===== config.mk =====
export PLATFORM = sky130hd
export DESIGN_NAME = cp0_unit
export DESIGN_NICKNAME = d
export VERILOG_FILES = /design/src/rtl/cp0_unit.sv
export SDC_FILE = /design/constraint.sdc
export NUM_CORES = 1
export LEC_CHECK = 0
export CORE_MARGIN = 8
export CORE_UTILIZATION = 35
export DETAILED_ROUTE_END_ITERATION = 6
export GPL_TIMING_DRIVEN = 0
export SYNTH_ARGS = -nofsm -noshare
export SYNTH_HDL_FRONTEND = slang
export SYNTH_SLANG_ARGS = --single-unit

===== constraint.sdc =====
create_clock -name clk -period 2.85 [get_ports clk]
set_input_delay 0.4275 -clock clk [delete_from_list [all_inputs] [get_ports clk]]
set_output_delay 0.4275 -clock clk [all_outputs]
set_load 0.02 [all_outputs]

===== src/rtl/cp0_unit.sv =====
// MIPS coprocessor-0: BadVAddr/Count/Compare/Status/Cause/EPC with forwarded mfc0 reads,
// exception/ERET recording, registered pipeline flush, interrupt sync and divided timer.
module cp0_unit #(
  parameter int          NUM_HW_INT = 6,
  parameter int          COUNT_DIV  = 2,
  parameter logic [31:0] EXC_VECTOR = 32'hBFC0_0380
) (
  input  logic                  clk,
  input  logic                  rst,
  input  logic [4:0]            rd_addr,
  output logic [31:0]           rd_data,
  input  logic                  we,
  input  logic [4:0]            wr_addr,
  input  logic [31:0]           wr_data,
  input  logic                  exc_valid,
  input  logic [4:0]            exc_code,
  input  logic [31:0]           exc_pc,
  input  logic                  exc_in_delay,
  input  logic                  exc_bva_valid,
  input  logic [31:0]           exc_bva,
  input  logic                  eret,
  input  logic [NUM_HW_INT-1:0] hw_int,
  output logic                  int_pending,
  output logic                  timer_int_o,
  output logic                  flush,
  output logic [31:0]           flush_pc
);

  localparam logic [4:0] ADDR_BADVADDR = 5'd8;
  localparam logic [4:0] ADDR_COUNT    = 5'd9;
  localparam logic [4:0] ADDR_COMPARE  = 5'd11;
  localparam logic [4:0] ADDR_STATUS   = 5'd12;
  localparam logic [4:0] ADDR_CAUSE    = 5'd13;
  localparam logic [4:0] ADDR_EPC      = 5'd14;
  localparam int         DIV_W         = 5;
  localparam logic [DIV_W-1:0] DIV_LAST = DIV_W'(COUNT_DIV - 1);

  logic [31:0]           badVAddr_q, badVAddr_d, count_q, count_d, compare_q, compare_d;
  logic [31:0]           epc_q, epc_d, flushPc_q, flushPc_d;
  logic [DIV_W-1:0]      div_q, div_d;
  logic [7:0]            statusIm_q, statusIm_d;
  logic                  statusExl_q, statusExl_d, statusIe_q, statusIe_d;
  logic                  causeBd_q, causeBd_d, causeTi_q, causeTi_d;
  logic [1:0]            causeSwIp_q, causeSwIp_d;
  logic [4:0]            causeExc_q, causeExc_d;
  logic                  intPending_q, intPending_d, flush_q, flush_d;
  logic [NUM_HW_INT-1:0] sync1_q, sync2_q;

  logic [5:0]  hwIp;
  logic [7:0]  ip;
  logic        wrEn, wrCount, wrCompare, wrStatus, wrCause, wrEpc, divWrap;
  logic [31:0] countInc, statusRd, causeRd, regRd, fwdRd;

  // Unused interrupt lines read as zero; the timer shares IP[7] with the last line.
  always_comb begin
    hwIp = '0;
    hwIp[NUM_HW_INT-1:0] = sync2_q;
  end

  assign ip       = {causeTi_q | hwIp[5], hwIp[4:0], causeSwIp_q};
  assign statusRd = {9'd0, 1'b1, 6'd0, statusIm_q, 6'd0, statusExl_q, statusIe_q};
  assign causeRd  = {causeBd_q, causeTi_q, 14'd0, ip, 1'b0, causeExc_q, 2'b00};

  // An mtc0 colliding with a committed exception is dropped entirely.
  assign wrEn      = we & ~exc_valid;
  assign wrCount   = wrEn && (wr_addr == ADDR_COUNT);
  assign wrCompare = wrEn && (wr_addr == ADDR_COMPARE);
  assign wrStatus  = wrEn && (wr_addr == ADDR_STATUS);
  assign wrCause   = wrEn && (wr_addr == ADDR_CAUSE);
  assign wrEpc     = wrEn && (wr_addr == ADDR_EPC);
  assign divWrap   = (div_q == DIV_LAST);
  assign countInc  = count_q + 32'd1;

  always_comb begin
    case (rd_addr)
      ADDR_BADVADDR: regRd = badVAddr_q;
      ADDR_COUNT:    regRd = count_q;
      ADDR_COMPARE:  regRd = compare_q;
      ADDR_STATUS:   regRd = statusRd;
      ADDR_CAUSE:    regRd = causeRd;
      ADDR_EPC:      regRd = epc_q;
      default:       regRd = 32'd0;
    endcase
  end

  always_comb begin
    case (wr_addr)
      ADDR_BADVADDR: fwdRd = badVAddr_q;
      ADDR_COUNT:    fwdRd = wr_data;
      ADDR_COMPARE:  fwdRd = wr_data;
      ADDR_STATUS:   fwdRd = {9'd0, 1'b1, 6'd0, wr_data[15:8], 6'd0, wr_data[1:0]};
      ADDR_CAUSE:    fwdRd = {causeBd_q, causeTi_q, 14'd0, ip[7:2], wr_data[9:8], 1'b0,
                              causeExc_q, 2'b00};
      ADDR_EPC:      fwdRd = wr_data;
      default:       fwdRd = 32'd0;
    endcase
  end

  assign rd_data = (wrEn && (wr_addr == rd_addr)) ? fwdRd : regRd;

  always_comb begin
    badVAddr_d   = badVAddr_q;
    count_d      = count_q;
    compare_d    = compare_q;
    epc_d        = epc_q;
    flushPc_d    = flushPc_q;
    div_d        = divWrap ? '0 : div_q + DIV_W'(1);
    statusIm_d   = statusIm_q;
    statusExl_d  = statusExl_q;
    statusIe_d   = statusIe_q;
    causeBd_d    = causeBd_q;
    causeTi_d    = causeTi_q;
    causeSwIp_d  = causeSwIp_q;
    causeExc_d   = causeExc_q;
    intPending_d = |(ip & statusIm_q) & statusIe_q & ~statusExl_q;
    flush_d      = 1'b0;

    if (divWrap) count_d = countInc;
    if (wrCount) begin
      count_d = wr_data;
      div_d   = '0;
    end
    // A Compare write always clears TI, even if an increment matches the old value.
    if (wrCompare) begin
      compare_d = wr_data;
      causeTi_d = 1'b0;
    end else if (divWrap && !wrCount && (countInc == compare_q)) begin
      causeTi_d = 1'b1;
    end
    if (wrStatus) begin
      statusIm_d  = wr_data[15:8];
      statusExl_d = wr_data[1];
      statusIe_d  = wr_data[0];
    end
    if (wrCause) causeSwIp_d = wr_data[9:8];
    if (wrEpc)   epc_d = wr_data;

    if (exc_valid) begin
      if (!statusExl_q) begin
        epc_d     = exc_in_delay ? exc_pc - 32'd4 : exc_pc;
        causeBd_d = exc_in_delay;
      end
      statusExl_d = 1'b1;
      causeExc_d  = exc_code;
      if (exc_bva_valid) badVAddr_d = exc_bva;
      flush_d   = 1'b1;
      flushPc_d = EXC_VECTOR;
    end else if (eret) begin
      statusExl_d = 1'b0;
      flush_d     = 1'b1;
      flushPc_d   = wrEpc ? wr_data : epc_q;
    end
  end

  always_ff @(posedge clk) begin
    if (rst) begin
      badVAddr_q   <= '0;
      count_q      <= '0;
      compare_q    <= '0;
      epc_q        <= '0;
      flushPc_q    <= '0;
      div_q        <= '0;
      statusIm_q   <= '0;
      statusExl_q  <= 1'b0;
      statusIe_q   <= 1'b0;
      causeBd_q    <= 1'b0;
      causeTi_q    <= 1'b0;
      causeSwIp_q  <= '0;
      causeExc_q   <= '0;
      intPending_q <= 1'b0;
      flush_q      <= 1'b0;
      sync1_q      <= '0;
      sync2_q      <= '0;
    end else begin
      badVAddr_q   <= badVAddr_d;
      count_q      <= count_d;
      compare_q    <= compare_d;
      epc_q        <= epc_d;
      flushPc_q    <= flushPc_d;
      div_q        <= div_d;
      statusIm_q   <= statusIm_d;
      statusExl_q  <= statusExl_d;
      statusIe_q   <= statusIe_d;
      causeBd_q    <= causeBd_d;
      causeTi_q    <= causeTi_d;
      causeSwIp_q  <= causeSwIp_d;
      causeExc_q   <= causeExc_d;
      intPending_q <= intPending_d;
      flush_q      <= flush_d;
      sync1_q      <= hw_int;
      sync2_q      <= sync1_q;
    end
  end

  assign int_pending = intPending_q;
  assign timer_int_o = causeTi_q;
  assign flush       = flush_q;
  assign flush_pc    = flushPc_q;

endmodule


* Word-level counts from Yosys, hierarchy flattened *
Cells that the tools add are included.
W data, S select, Z words.

word-level totals
  word-level logic and storage cells = 78
  register bits = 198
  input bits = 124

operators by class
  eq/ne operators = 15
  bitwise operators = 7
  $add $sub $neg = 3
  reductions and logical operators = 19
  multiplexer cells = 16

operators by type and width
  cell                     number
  $mux W32                 9
  $pmux W32 S6             1
  $pmux W32 S4             1
  $eq A5 B4 Y1 const B     12
  $add A32 B1 Y32 const B  1
  $eq A32 B32 Y1           1
  $sub A32 B3 Y32 const B  1
  $and A8 B8 Y8            1
  $logic_and A1 B1 Y1      8
  $reduce_or A8 Y1         1
  $reduce_or A3 Y1         2
  $add A5 B1 Y5 const B    1
  $eq A5 B1 Y1 const B     1
  $eq A5 B5 Y1             1
  $mux W1                  5
  $reduce_and A2 Y1        2
  $reduce_bool A2 Y1       2
  $reduce_or A2 Y1         2
  $and A1 B1 Y1            3
  $reduce_bool A3 Y1       1
  $not A1 Y1               2
  $logic_not A1 Y1         1
  $or A1 B1 Y1             1

* Logic depth before layout (Yosys ltp) *
Gate-level depths: netlist (run 1).

  depth after elaboration = 6
  depth in mapped cells = 9
  depth with buffers taken out = 9

* Worst setup path after synthesis (run 1) *
OpenSTA, ideal clock, no wires.

  path kind = input to output
  start = in rd_addr[1]
  end = out rd_data[15]
  arrival time = 2.288 ns
  data required time = 2.423 ns
  setup slack = 0.134 ns
  stages = 7
  path buffers = 3
  cell sequence = clkbuf_1 -> buf_1 -> clkbuf_1 -> mux2i_1 -> nor2_1 -> a2111oi_0 -> a21oi_1

on the way
  cells in the longest elaborated chain, start to end = 3
  elaborated cells between the ends (all ways) = 10
  classes of those cells = 7 x eq/ne; 2 x mux; 1 x reduce/logical

ends and longest elaborated chain
  item                                                 RTL line  text
  start, declared                                      10        input logic [4:0] rd_addr,
  $eq A5 B4 Y1 or $eq A5 B5 Y1 (tied branches)         75, 99
  $pmux W32 S6 or $logic_and A1 B1 Y1 (tied branches)  75, 99
  $mux W32 (*)                                         99        assign rd_data = (wrEn && (wr_addr == rd_addr)) ? fwdRd : regRd;
  end, declared                                        11        output logic [31:0] rd_data,

Every way passes the cells marked *; elsewhere a longest branch is shown, timed or not.

* Final worst setup path (run 1) *
  start = in wr_addr[4]
  end = out rd_data[29]

on the way
  cells in the longest elaborated chain, start to end = 4
  elaborated cells between the ends (all ways) = 11
  classes of those cells = 7 x eq/ne; 2 x mux; 2 x reduce/logical

ends and longest elaborated chain
  item                               RTL line  text
  start, declared                    13        input logic [4:0] wr_addr,
  $eq A5 B4 Y1                       87        case (wr_addr)
  $reduce_or A3 Y1 (no source line)  --
  $pmux W32 S4                       87
  $mux W32 (*)                       99

Marked as above.

==> results of run 1 <==
[layout by cell type, fill, tap and decap left out, types with 45 or more instances in the layout]
cell             count
a211oi_1            87
mux2i_1             62
clkbuf_1            65
nor2_1             200
a21oi_1            109
xor2_1              45
clkdlybuf4s50_1    144
a22oi_1             53
nand2_1            167
dfxtp_1            197
xnor2_1             66
[synth_stat cells (6+ instances only)]
cell / count / area [um^2]
a21oi_1: 115 / 576
nand2b_1: 10 / 62.6
o21ai_0: 8 / 40.0
nor2b_1: 20 / 125
xor2_1: 45 / 394
xnor2_1: 67 / 587
clkbuf_1: 95 / 357
mux2i_1: 62 / 621
a2111oi_0: 9 / 78.8
mux2_2: 19 / 214
a22oi_1: 53 / 398
a222oi_1: 14 / 140
nor3_1: 21 / 105
o22ai_1: 21 / 131
dfxtp_1: 198 / 3960
nor2_1: 205 / 769
and4_1: 6 / 52.6
nand3_1: 22 / 110
a211oi_1: 87 / 653
nand4_1: 19 / 119
inv_1: 7 / 26.3
nor4_1: 16 / 100
nand2_1: 167 / 627
buf_1: 8 / 30.0
buf_2: 11 / 55.1
a22o_1: 8 / 70.1
[timing repair]
| item | CTS | global route |
|---|---|---|
| pin swaps | 8 | 1 |
| endpoints found under the setup margin | 34 | 36 |
| cloned | 1 | 0 |
| gates resized for setup | 200 | 41 |
| buffers inserted | 9 | 5 |
[cells by family (layout without fill, tap and decap cells)]
logic type,after synthesis,count (layout),share of synthesized area
buffers and inverters,125,352,0.0449
xor gates and xnor gates,113,113,0.0898
and+or+nand+nor,534,534,0.225
muxes,81,81,0.0751
AOI/OAI and AO/OA,337,337,0.204
adders and majority gates,4,4,0.00451
DFF,198,198,0.357
[per-layer routing]
metal  GRT usage  share of wire  vias to the layer above
met5           0        0.00031                        -
met4       0.102          0.042                        2
met3      0.0375          0.076                       95
met2       0.360           0.44                      534
met1       0.300           0.44                     5324
li1            -              -                     5410
[worst paths after layout]
| path | slack, ns | endpoint | startpoint |
|---|---|---|---|
| max | -0.07 | rd_data[29] | wr_addr[4] |
| min | 0.38 | causeBd_q | exc_in_delay |
| max reg2reg | 0.16 | count_q[30] | count_q[1] |
| min reg2reg | 0.45 | hwIp[2] | sync1_q[2] |
[tightest hold or removal path, delay by kind of cell]
kind,cells,cell delay (ns)
and+or+nand+nor,1,0.05
buffers and inverters,1,0.17
muxes,1,0.14
[through the flow]
stage / instance area [um^2] / util
2_1_floorplan: 11100 / -
3_3_place_gp: 13400 / 0.428
3_5_place_dp: 13400 / 0.428
4_1_cts: 14400 / 0.459
5_1_grt: 14500 / 0.461
6_report: 14500 / 0.461
[layout make-up]
| class | instances | area (um^2) | share of cell area |
|---|---|---|---|
| Multi-Input combinational cell | 1069 | 6910 | 0.478 |
| Sequential cell | 198 | 3970 | 0.274 |
| Timing Repair Buffer | 197 | 1840 | 0.127 |
| Buffer | 116 | 584 | 0.0404 |
| Tap cell | 402 | 503 | 0.0348 |
| Clock buffer | 17 | 425 | 0.0294 |
| Clock inverter | 15 | 209 | 0.0144 |
| Inverter | 7 | 26.3 | 0.00182 |
[power groups by stage]
| stage | clock network (uW) | logic (uW) | registers, uW |
|---|---|---|---|
| CTS | 2620 | 961 | 2970 |
| finish | 2590 | 979 | 2980 |
| global placement | 0 | 925 | 3030 |
| floorplan | 0 | 438 | 3030 |
| detailed placement | 0 | 931 | 3040 |
| global route | 2730 | 1040 | 2990 |
[registers in the layout, indices dropped and copies added (netlist names), 2 cells and up]
name and count:
badVAddr_q 32, statusIm_q 8, compare_q 32, causeSwIp_q 2
div_q 5, sync1_q 6, flush_pc 32, hwIp 6
causeExc_q 5, epc_q 32, count_q 32
==> reports/summary.txt, run 1 <==
Status -> complete, but fails checks
Failing checks -> design-rule violations, negative setup slack
Grt total ovfl -> 0
Vias -> 11,400
Initial antenna violation count -> 1
Core area -> 31,400 um^2
Seq/Total Area, Yosys -> 0.357
Crit-path cells -> dlygate4sd2_1 -> xnor2_1 -> nand4_1 -> nor3_4 -> buf_4 -> o31ai_4 -> clkbuf_4 -> o22ai_1 -> clkdlybuf4s15_2
CTS buffer count -> 17
DIE HEIGHT -> 194 um
Post-route setup TNS -> -0.180 ns
Final cell count without fillers -> 2,021
# hold bufs at CTS -> 0
PwrDens -> 453 nW/um^2
H-tree depth -> 4
Slew Limit Fails -> 0
Filler cell count -> 3,113
Synthesized instance count -> 1,392
EDFF count, synth -> 0
Share of layout cells above drive strength 1 -> 0.127
Prevailing post-synth register cell -> dfxtp_1
Int Power -> 4520 uW
Antenna Cells -> 0
Clock slew at reported path FFs -> 0.09 ns
Synth cell types -> 62
Number of synthesized register bits -> 198
Post-route ant nets -> 0
DR pass1 iterations -> 7
Clock Tree Buf Depth -> 2
Post-Route Skew -> 0.0158 ns
Gate power share -> 0.149
Crit Path Category -> input pin to output pin
MaxCap Viol Count -> 0
Critical Path AT -> 2.49 ns
Number of global-route vias before repair -> 11,000
Startpoint Class -> input pin
Crit path time final -> 2.92 ns
Routed wire length -> 44.8 mm
Ys Warns -> 0
Crit path required time -> 2.42 ns
Clk pwr share -> 0.396
CTS tree -> built
RSZ-0062 raised after global routing -> yes
Worst-margin pin slew -> 1.30 ns
Largest net degree at the start of global routing -> 24
Port Buffers -> 182
Hold Slack -> 0.376 ns
Final Cycle Share -> 1.02
Final Hold Viols -> 0
Hold Path Stages -> 3
Fin worst setup slack -> -0.0660 ns
Worst path max stage delay -> 0.32 ns
Crit-path leading delay family -> buffers and inverters
Num Clock Sinks -> 198
Syn_area_per_cell -> 7.98 um^2
Die Width -> 194 um
Layout area overhead -> 30.2%
GRT Util Overall -> 0.227
Flop pwr share -> 0.455
WP depth -> 9
First-pass GRT wire length -> 67.3 mm
Vias per inst -> 5.62
WL/cell -> 22.2 um
Fmax -> 343 MHz
Die area -> 37,700 um^2
Net Count, Synth -> 1,520
Switching pwr -> 2030 uW
Worst Path Max Fanout -> 10
Rows -> 65
Ys async rst share -> 0
Worst Hold Class -> input pin to flip-flop
Root buffer cell -> clkbuf_16
GPL Wtd Cong -> 0.970
Total Power -> 6550 uW
Synthesized cell area -> 11,100 um^2
Slew Limit Headroom -> 0.127
1st-iter DRT viols -> 1,319
IO Pins -> 191
Dpl cells -> 1,976
Detail Placement HPWL -> 35.4 mm
Initial Util -> 0.354
Slowest CP cell -> nor3_4
R2r worst-path depth -> 8
Post-Place Setup Slack -> -1.51 ns
Leakage power -> 0.00532 uW
Nets -> 1,734
Final count of negative-setup-slack endpoints -> 5
Post-route DRC -> 52
Buf/Inv on CP -> 4
Critical Path End Type -> output pin
Sw Share -> 0.310
Worst IR drop on VDD -> 0.417 mV
Clock Latency Late Sink -> 0.45 ns
No activity file was read; power rests on OpenSTA's default activity.
==> run 2: changes to the inputs <==
--- a/config.mk
+++ b/config.mk
@@ -9,6 +9,7 @@
 export CORE_UTILIZATION = 35
 export DETAILED_ROUTE_END_ITERATION = 6
 export GPL_TIMING_DRIVEN = 0
+export MAX_ROUTING_LAYER = met4
 export SYNTH_ARGS = -nofsm -noshare
 export SYNTH_HDL_FRONTEND = slang
 export SYNTH_SLANG_ARGS = --single-unit
==> reports/summary.txt, run 2 (synthesized netlist as in run 1, its figures left out) <==
GPL Wtd Cong -> 0.970
Startpoint Class -> input pin
IO Pins -> 191
Port Buffers -> 182
Fmax -> 351 MHz
Crit Path Category -> input pin to output pin
Gate power share -> 0.151
H-tree depth -> 4
Commonest non-fill, non-tap cell in the layout -> nor2_1
PwrDens -> 449 nW/um^2
Flop pwr share -> 0.458
# hold bufs at CTS -> 0
Root buffer cell -> clkbuf_16
Post-route DRC -> 0
Sw Share -> 0.308
Clock Tree Buf Depth -> 2
RSZ-0062 raised after global routing -> yes
Worst Path Max Fanout -> 10
Vias per inst -> 5.62
Die area -> 37,700 um^2
Antenna Cells -> 0
Grt total ovfl -> 0
1st-iter DRT viols -> 1,372
Crit-path cells -> dlygate4sd2_1 -> nand2b_1 -> or2_4 -> clkbuf_8 -> nor2_4 -> buf_8 -> a2111oi_1 -> a21oi_1 -> buf_4
DR pass1 iterations -> 6
Int Power -> 4500 uW
Switching pwr -> 2000 uW
DIE HEIGHT -> 194 um
Status -> finished clean
Slowest CP cell -> a21oi_1
Initial Util -> 0.354
Core area -> 31,400 um^2
Most frequent cells in the layout -> 200 x nor2_1, 197 x dfxtp_1, 167 x nand2_1
Critical Path AT -> 2.42 ns
Detail Placement HPWL -> 35.7 mm
Post-route setup TNS -> 0 ns
Rows -> 65
Total Power -> 6500 uW
Worst path max stage delay -> 0.34 ns
Vias -> 11,300
Layout area overhead -> 30.4%
Clk pwr share -> 0.391
Share of layout cells above drive strength 1 -> 0.126
Post-Route Skew -> 0.0152 ns
DP Area -> 13,400 um^2
Num Clock Sinks -> 198
Nets -> 1,731
Initial antenna violation count -> 0
Buf/Inv on CP -> 4
GRT Util Overall -> 0.237
Number of global-route vias before repair -> 11,000
Worst-margin pin slew -> 0.838 ns
Leakage power -> 0.00530 uW
CTS tree -> built
Routed wire length -> 45.0 mm
Largest net degree at the start of global routing -> 23
Critical Path End Type -> output pin
Final Hold Viols -> 0
MaxCap Viol Count -> 0
Final Core Density -> 0.462
Clock slew at reported path FFs -> 0.09 ns
WL/cell -> 22.3 um
Slew Limit Headroom -> 0.442
Slew Limit Fails -> 0
Worst IR drop on VDD -> 0.433 mV
First-pass GRT wire length -> 67.5 mm
Fin area -> 14,500 um^2
Crit path required time -> 2.42 ns
Final count of negative-setup-slack endpoints -> 0
Post-route ant nets -> 0
CTS buffer count -> 17
Final Cycle Share -> 0.999
Worst Hold Class -> input pin to flip-flop
Clock Latency Late Sink -> 0.46 ns
Crit path time final -> 2.85 ns
Die Width -> 194 um
Crit-path leading delay family -> buffers and inverters
## run 2: layout make-up
type	instances	area [um^2]
Sequential cell	198	3970
Tap cell	402	503
Timing Repair Buffer	193	1860
Inverter	7	26.3
Fill cell	3160	16900
Multi-Input combinational cell	1069	6920
Clock inverter	15	199
Clock buffer	17	425
Buffer	117	597
## run 2: worst paths after layout
check	from	slack, ns	end	depth (start not counted)
worst max-delay path	rd_addr[4]	0.004	rd_data[14]	9
worst min-delay path	exc_in_delay	0.39	causeBd_q	3
worst max register to register	count_q[8]	0.17	timer_int_o	8
worst min register to register	sync1_q[2]	0.46	hwIp[2]	1
## run 2: power by group through the flow
stage	logic (uW)	clock network, uW	registers [uW]
after floorplan	438	0	3030
after global placement	928	0	3040
after detailed placement	933	0	3040
after CTS	965	2570	2970
after global routing	1050	2690	2990
final	981	2540	2980
## run 2: routing by layer
metal | global-route usage | up-vias | share of wire
met4 | 0.0730 | 0 | 0.024
met5 | - | - | 0
met3 | 0.0215 | 55 | 0.067
met2 | 0.379 | 486 | 0.46
met1 | 0.313 | 5407 | 0.45
li1 | - | 5396 | -
## run 2: through the flow
stage | setup WS, ns | hold slack [ns] | instances
after floorplan | 0.134 | 0.414 | 1392
after global placement | -1.49 | 0.427 | 1976
after detailed placement | -1.49 | 0.432 | 1976
after CTS | 0.00846 | 0.374 | 2016
after global routing | -0.0332 | 0.413 | 2018
final | 0.00364 | 0.390 | 2018
## run 2: what timing repair did
| action | CTS | global route |
|---|---|---|
| resized for setup | 200 | 45 |
| endpoints found under the setup margin | 34 | 38 |
| gates cloned | 1 | 0 |
| buffers inserted | 8 | 1 |
| pin swaps | 10 | 1 |
## run 2: tightest hold or removal path, stage by stage
cell and delay (ns):
buf_2 0.17, mux2i_1 0.15, nor2_1 0.05
==> run 3: changes to the inputs <==
--- a/config.mk
+++ b/config.mk
@@ -8,6 +8,7 @@
 export CORE_MARGIN = 8
 export CORE_UTILIZATION = 35
 export DETAILED_ROUTE_END_ITERATION = 6
+export GPL_ROUTABILITY_DRIVEN = 0
 export GPL_TIMING_DRIVEN = 0
 export MAX_ROUTING_LAYER = met4
 export SYNTH_ARGS = -nofsm -noshare
==> reports/summary.txt, run 3 (synthesized netlist as in run 1, its figures left out) <==
Fin area -> 14,500 um^2
Vias per inst -> 5.65
Commonest non-fill, non-tap cell in the layout -> nor2_1
Slew Limit Fails -> 0
Die area -> 37,700 um^2
Total Power -> 6510 uW
Routed wire length -> 44.2 mm
Final count of negative-setup-slack endpoints -> 0
Grt total ovfl -> 0
Most frequent cells in the layout -> 200 x nor2_1, 197 x dfxtp_1, 167 x nand2_1
CTS tree -> built
Worst-margin pin slew -> 0.791 ns
Clock slew at reported path FFs -> 0.09 ns
Largest net degree at the start of global routing -> 23
H-tree depth -> 4
Crit path time final -> 2.84 ns
Core area -> 31,400 um^2
Num Clock Sinks -> 198
1st-iter DRT viols -> 1,199
Final Core Density -> 0.461
Initial antenna violation count -> 0
Leakage power -> 0.00528 uW
Worst Path Max Fanout -> 10
Nets -> 1,728
MaxCap Viol Count -> 0
CTS buffer count -> 17
Worst Hold Class -> input pin to flip-flop
DIE HEIGHT -> 194 um
Antenna Cells -> 0
Post-Route Skew -> 0.0154 ns
Crit path required time -> 2.42 ns
Detail Placement HPWL -> 35.0 mm
GRT Util Overall -> 0.231
Post-route setup TNS -> 0 ns
Critical Path AT -> 2.42 ns
Final Cycle Share -> 0.998
Post-route ant nets -> 0
Layout area overhead -> 30.2%
Critical Path End Type -> output pin
# hold bufs at CTS -> 0
Worst IR drop on VDD -> 0.367 mV
Port Buffers -> 182
Rows -> 65
DP Area -> 13,400 um^2
Status -> finished clean
IO Pins -> 191
Slew Limit Headroom -> 0.473
DR pass1 iterations -> 6
Die Width -> 194 um
First-pass GRT wire length -> 66.5 mm
Vias -> 11,400
Initial Util -> 0.354
Share of layout cells above drive strength 1 -> 0.125
Root buffer cell -> clkbuf_16
Hold Slack -> 0.392 ns
Post-route DRC -> 0
Startpoint Class -> input pin
Fmax -> 352 MHz
Clock Latency Late Sink -> 0.46 ns
WL/cell -> 21.9 um
Clock Tree Buf Depth -> 2
Crit Path Category -> input pin to output pin
PwrDens -> 450 nW/um^2
Number of global-route vias before repair -> 11,200
RSZ-0062 raised after global routing -> yes
Final Hold Viols -> 0
run 3: cell types whose count changed in the layout (fill, tap and decap cells not counted), moves of 2 or more:
cell	previous run	this run
buf_2	18	25
buf_4	19	13
buf_6	3	1
clkbuf_2	20	17
clkdlybuf4s15_1	2	4
clkinv_4	2	0
dlygate4sd2_1	6	4
run 3: final cells by class:
type,count,area [um^2]
well taps,402,503
flip-flops and latches,198,3970
clock buffers,17,425
plain buffers,117,589
clock inverters,15,198
repair buffers,190,1830
inverters,7,26.3
fillers,3158,16900
multi-input cells,1069,6930
run 3: timing repair:
item                       4_1_cts  5_1_grt
setup endpoints to repair       35       32
resized for setup              200       42
gates cloned                     1        0
setup buffers                    4        2
pin swaps                        9        1
hold endpoints to repair         0        0
run 3: worst paths after layout:
kind | start | cells after the start | slack [ns] | to
max | rd_addr[4] | 9 | 0.005 | rd_data[22]
min | exc_in_delay | 3 | 0.39 | causeBd_q
max reg2reg | count_q[1] | 8 | 0.19 | timer_int_o
min reg2reg | sync1_q[4] | 1 | 0.45 | hwIp[4]
run 3: per-stage QoR:
stage | cells | worst slack [ns]
after CTS | 2012 | 0.00284
final | 2015 | 0.00536
after floorplan | 1392 | 0.134
after global routing | 2015 | -0.00336
after global placement | 1976 | -1.50
after detailed placement | 1976 | -1.47
run 3: critical path, stage by stage:
cell           delay, ns
dlygate4sd2_1       0.31
nand2b_4            0.18
or2_4               0.27
clkbuf_8            0.18
nor2_4              0.20
buf_8               0.16
a2111oi_0           0.09
a31oi_1             0.37
buf_4               0.23
run 3: power by group:
group / switching (uW) / internal [uW]
registers: 98.6 / 2880
clock network: 1350 / 1210
logic: 563 / 413
total: 2010 / 4500
run 3: per-layer routing:
| layer | global-route usage | wire (um) | vias up |
|---|---|---|---|
| li1 | - | - | 5391 |
| met1 | 0.299 | 19500 | 5327 |
| met2 | 0.364 | 19900 | 560 |
| met3 | 0.0279 | 3010 | 115 |
| met4 | 0.0922 | 1830 | 0 |
| met5 | - | 0 | - |
